## src/rtl/fa_fault_detector.sv

```systemverilog
// fa_fault_detector: runs a golden gate-level full adder and a copy with one
// selectable stuck-at fault on the same registered inputs. Sum and carry
// disagreements are reported as registered flags. A sticky "fault seen" bit
// and a saturating detection counter are also kept.
// Stage 1 captures the inputs. Stage 2 compares the two adders and registers
// the result, so outputs appear two rising edges after the inputs are applied.
module fa_fault_detector (
  input  logic       clk,
  input  logic       rst,
  input  logic       a,
  input  logic       b,
  input  logic       cin,
  input  logic [2:0] fault_select,
  output logic       fault_sum_detected,
  output logic       fault_carry_detected,
  output logic       fault_seen,
  output logic [7:0] detect_count
);

  // Every encodable fault code has a meaning, so the enum covers all 3-bit values.
  typedef enum logic [2:0] {
    FAULT_NONE     = 3'd0,
    FAULT_SUM_SA0  = 3'd1,
    FAULT_SUM_SA1  = 3'd2,
    FAULT_COUT_SA0 = 3'd3,
    FAULT_COUT_SA1 = 3'd4,
    FAULT_N1_SA0   = 3'd5,
    FAULT_N1_SA1   = 3'd6,
    FAULT_N2_SA0   = 3'd7
  } faultCode_t;

  logic       r_a;
  logic       r_b;
  logic       r_cin;
  faultCode_t r_faultSel;

  logic       r_sumDet;
  logic       r_carryDet;
  logic       r_seen;
  logic [7:0] r_count;

  logic w_goldN1;
  logic w_goldN2;
  logic w_goldN3;
  logic w_goldSum;
  logic w_goldCout;

  logic w_faultN1;
  logic w_faultN2;
  logic w_faultN3;
  logic w_faultSum;
  logic w_faultCout;

  logic w_sumDiff;
  logic w_carryDiff;
  logic w_anyDiff;

  // Stage 1: capture the operands and the fault code.
  // On reset the fault code returns to "no fault".
  always_ff @(posedge clk) begin
    if (rst) begin
      r_a        <= 1'b0;
      r_b        <= 1'b0;
      r_cin      <= 1'b0;
      r_faultSel <= FAULT_NONE;
    end else begin
      r_a        <= a;
      r_b        <= b;
      r_cin      <= cin;
      r_faultSel <= faultCode_t'(fault_select);
    end
  end

  // Golden adder: the plain gate network. It is never faulted.
  always_comb begin
    w_goldN1   = r_a ^ r_b;
    w_goldN2   = r_a & r_b;
    w_goldN3   = w_goldN1 & r_cin;
    w_goldSum  = w_goldN1 ^ r_cin;
    w_goldCout = w_goldN2 | w_goldN3;
  end

  // Faulty adder: the same gate network, with the selected node overridden.
  // An n1 fault is applied before n3 and sum are formed, so it reaches both.
  always_comb begin
    w_faultN1 = r_a ^ r_b;
    if (r_faultSel == FAULT_N1_SA0) begin
      w_faultN1 = 1'b0;
    end else if (r_faultSel == FAULT_N1_SA1) begin
      w_faultN1 = 1'b1;
    end

    w_faultN2 = r_a & r_b;
    if (r_faultSel == FAULT_N2_SA0) begin
      w_faultN2 = 1'b0;
    end

    w_faultN3 = w_faultN1 & r_cin;

    w_faultSum = w_faultN1 ^ r_cin;
    if (r_faultSel == FAULT_SUM_SA0) begin
      w_faultSum = 1'b0;
    end else if (r_faultSel == FAULT_SUM_SA1) begin
      w_faultSum = 1'b1;
    end

    w_faultCout = w_faultN2 | w_faultN3;
    if (r_faultSel == FAULT_COUT_SA0) begin
      w_faultCout = 1'b0;
    end else if (r_faultSel == FAULT_COUT_SA1) begin
      w_faultCout = 1'b1;
    end
  end

  // Compare the two adders. A set bit means the fault is visible on that output.
  always_comb begin
    w_sumDiff   = w_goldSum ^ w_faultSum;
    w_carryDiff = w_goldCout ^ w_faultCout;
    w_anyDiff   = w_sumDiff | w_carryDiff;
  end

  // Stage 2: register the flags. The sticky bit and the counter use the flags
  // computed this cycle. Reset takes priority over both of them.
  always_ff @(posedge clk) begin
    if (rst) begin
      r_sumDet   <= 1'b0;
      r_carryDet <= 1'b0;
      r_seen     <= 1'b0;
      r_count    <= 8'd0;
    end else begin
      r_sumDet   <= w_sumDiff;
      r_carryDet <= w_carryDiff;
      if (w_anyDiff) begin
        r_seen <= 1'b1;
      end
      if (w_anyDiff && (r_count != 8'hFF)) begin
        r_count <= r_count + 8'd1;
      end
    end
  end

  assign fault_sum_detected   = r_sumDet;
  assign fault_carry_detected = r_carryDet;
  assign fault_seen           = r_seen;
  assign detect_count         = r_count;

endmodule

```

## config.mk

```make
export PLATFORM = sky130hd
export DESIGN_NAME = fa_fault_detector
export DESIGN_NICKNAME = d
export VERILOG_FILES = /design/src/rtl/fa_fault_detector.sv
export SDC_FILE = /design/constraint.sdc
export NUM_CORES = 1
export LEC_CHECK = 0
export ABC_AREA = 0
export BUFFER_PORTS_ARGS = -buffer_cell sky130_fd_sc_hd__buf_2
export CORE_ASPECT_RATIO = 1.25
export CORE_UTILIZATION = 39
export CTS_CLUSTER_SIZE = 24
export DETAILED_ROUTE_END_ITERATION = 8
export HOLD_SLACK_MARGIN = 0.02
export PLACE_DENSITY = 0.66
export RECOVER_POWER = 100
export SETUP_SLACK_MARGIN = 0.15
export SYNTH_ARGS = -nofsm -noshare
export SYNTH_HDL_FRONTEND = slang
export SYNTH_SLANG_ARGS = --single-unit
```

## constraint.sdc

```tcl
create_clock -name clk -period 2.6 [get_ports clk]
set_input_delay 0.13 -clock clk [delete_from_list [all_inputs] [get_ports clk]]
set_output_delay 0.13 -clock clk [all_outputs]
set_load 0.05 [all_outputs]
```

==> results.ini <==
[floorplanning]
die_x_um = 41.2
io_pins = 19
core_area_mm2 = 0.00179
placementRows = 17
start_util = 0.420
chipHeight_um = 51.1
die-area_mm2 = 0.00211

[global_route]
grt_busiest_layer = met2
overflow = 0
met3_usage = 0.0391
grt_pass1_vias = 574
grt_pass1_wl_mm = 2.21
antenna_found_initial = 0
use_met1 = 0.196
use_met2 = 0.227
grt_max_degree = 18
grt_use_total = 0.153

[worst_setup_path]
crit_type = register to register
crit_required_ns = 2.76
critPathLaunchType = register
path_max_fanout = 6
endpoint_kind = register
arrival_ns = 2.56

[route]
viasPerCell = 5.11
antenna_left = 0
dr.pass1.iters = 2
vias = 639
drt_iter0_markers = 1
wire_per_inst_um = 11.5
drc = 0
routed_wirelength_mm = 1.43

[cts]
cts_tree = built
cts.sinks = 17
cts-root-buf = clkbuf_4
clockBufferDepth = 2
path_clk_slew_ns = 0.10
numCtsBuffers = 3
cts_max_level = 1
insertion_delay_ns = 0.29

[cells_and_area]
syn_to_final_growth_pct = 25.7
diodes = 0
stdcell_area_um2 = 943
nFillCells = 191
instances_no_fill = 125
drive_gt1_frac = 0.208
final_nets = 119

[synthesis]
ys_seq_elements = 17
synth_cell_types = 24
synth_top_area_frac = 0.453
syn_area_per_cell_um2 = 9.38
synth.yosys.seq_area_share = 0.453
netlist_instances = 80
syn_area_um2 = 751
yosysTopAreaCell = dfxtp_1
ys_warn_count = 0
synth_fp_nets = 92
synthTopCellsByArea = dfxtp_1 (45%), xnor2_1 (7.0%), nor2b_1 (6.7%)

[job]
maxCapViolCount = 0

[placement]
postPlaceCellArea_um2 = 876
portBuffers = 18
dp.cells = 118
gp_congestion = 0.717
dp_hpwl_um = 985

[worst_hold_path]
worstHoldPathType = input pin to register

[sta]
whs_ns = 0.0357
fmax_mhz = 417
slew_headroom = 0.515
finalMaxSlewViolations = 0
post-route-period-util = 0.922
hold_viol_final = 0
worst_clock_skew_ns = 0.00286
worst_slew_pin_slew_ns = 0.727
final.min_clock_period_ns = 2.40
rsz0062_at_grt = yes
fin_tns_setup_ns = 0
setup_viol = 0

[power_and_ir_drop]
power.leakage_nw = 0.343
total_power_w = 0.000667
power_density_mw_per_mm2 = 707
vdd_ir_drop_max_mv = 0.373

[status]
outcome = finished clean

stage by stage:
step | utilization | setup slack [ns]
floorplan | - | 0.264
global placement | 0.490 | 0.234
detailed placement | 0.490 | 0.172
CTS | 0.505 | 0.159
global route | 0.528 | 0.0389
finish | 0.528 | 0.202
state kept, by name (all words and copies together), names as in the netlist:
name / count
r_cin: 1
fault_carry_detected: 1
r_b: 1
r_a: 1
r_faultSel: 3
fault_seen: 1
fault_sum_detected: 1
detect_count: 8
routing by layer:
layer  part of all wire  routed length [um]
met5                  0                   0
met4              0.024                  34
met3              0.035                  50
met2               0.47                 667
met1               0.48                 682
path summary, 6_finish.rpt:
path | cells past startpoint | startpoint | end | slack [ns]
setup / recovery | 11 | r_b | detect_count[1] | 0.20
hold / removal | 2 | fault_select[1] | r_faultSel[1] | 0.04
setup reg to reg | 11 | r_b | detect_count[1] | 0.20
hold reg to reg | 2 | fault_seen | fault_seen | 0.49
cells by family (layout without fill, tap and decap cells):
logic type                 after synthesis  count (layout)  synth area share
and+or+nand+nor                         32              32             0.220
AOI/OAI and AO/OA                       17              17             0.152
DFF                                     17              17             0.453
xor gates and xnor gates                 6               6            0.0700
adders and majority gates                4               4            0.0767
buffers and inverters                    3              29            0.0150
muxes                                    1               1            0.0133
critical path, stage by stage (launching register included):
cell and delay (ns):
dfxtp_2 0.35, ha_4 0.23, a21oi_1 0.12, o21ai_1 0.09, ha_2 0.33, o21ai_0 0.08, a2bb2oi_1 0.21, xnor2_1 0.11
clkbuf_1 0.17, a21oi_1 0.30, mux2i_1 0.22, nor2_1 0.05
power breakdown:
part	total [W]	leakage [nW]	switching, W	internal [W]
Clock	0.000144	0.0150	0.0000841	0.0000598
Sequential	0.000312	0.140	0.0000250	0.000288
Combinational	0.000211	0.187	0.000143	0.0000679
timing repair:
action / CTS / global route
setup buffers: 0 / 3
pin swaps: 1 / 9
resized for setup: 0 / 12
hold buffers: 0 / 0
setup endpoints to repair: 1 / 6
synthesized netlist by cell type:
| master | count |
|---|---|
| dfxtp_1 | 17 |
| xnor2_1 | 6 |
| ha_1 | 3 |
| clkbuf_1 | 1 |
| fa_1 | 1 |
| inv_1 | 2 |
| a211o_1 | 1 |
| a2bb2oi_1 | 1 |
| o2bb2ai_1 | 1 |
| a21oi_1 | 5 |
| nand2b_1 | 1 |
| nand3_1 | 2 |
| or3_1 | 2 |
| nor2_1 | 10 |
| nand4_1 | 1 |
| nor2b_1 | 8 |
| mux2i_1 | 1 |
| and4b_1 | 1 |
| nor3b_1 | 1 |
| o21ai_0 | 5 |
| nand2_1 | 4 |
| a211oi_1 | 3 |
| a221oi_2 | 1 |
| nor3_1 | 2 |
cell usage in the layout, fill, tap and decap left out, drive strengths merged:
cell and count:
or3 2, mux2i 1, nand3 2, buf 9
and4b 1, fa 1, a221oi 1, nor2 10
dfxtp 17, nand4 1, clkbuf 18, a2bb2oi 1
o2bb2ai 1, nor3b 1, a21oi 5, nand2b 1
inv 2, a211oi 3, xnor2 6, nor3 2
nand2 4, a211o 1, o21ai 5, ha 3
nor2b 8
layout make-up:
class                           instances  area, um^2  share of cell area
Tap cell                               19        23.8              0.0252
Multi-Input combinational cell         60         434               0.460
Inverter                                2        7.51             0.00796
Sequential cell                        17         343               0.363
Timing Repair Buffer                   23         109               0.115
Clock buffer                            4        26.3              0.0279
Power figures use the tool's default switching activity.
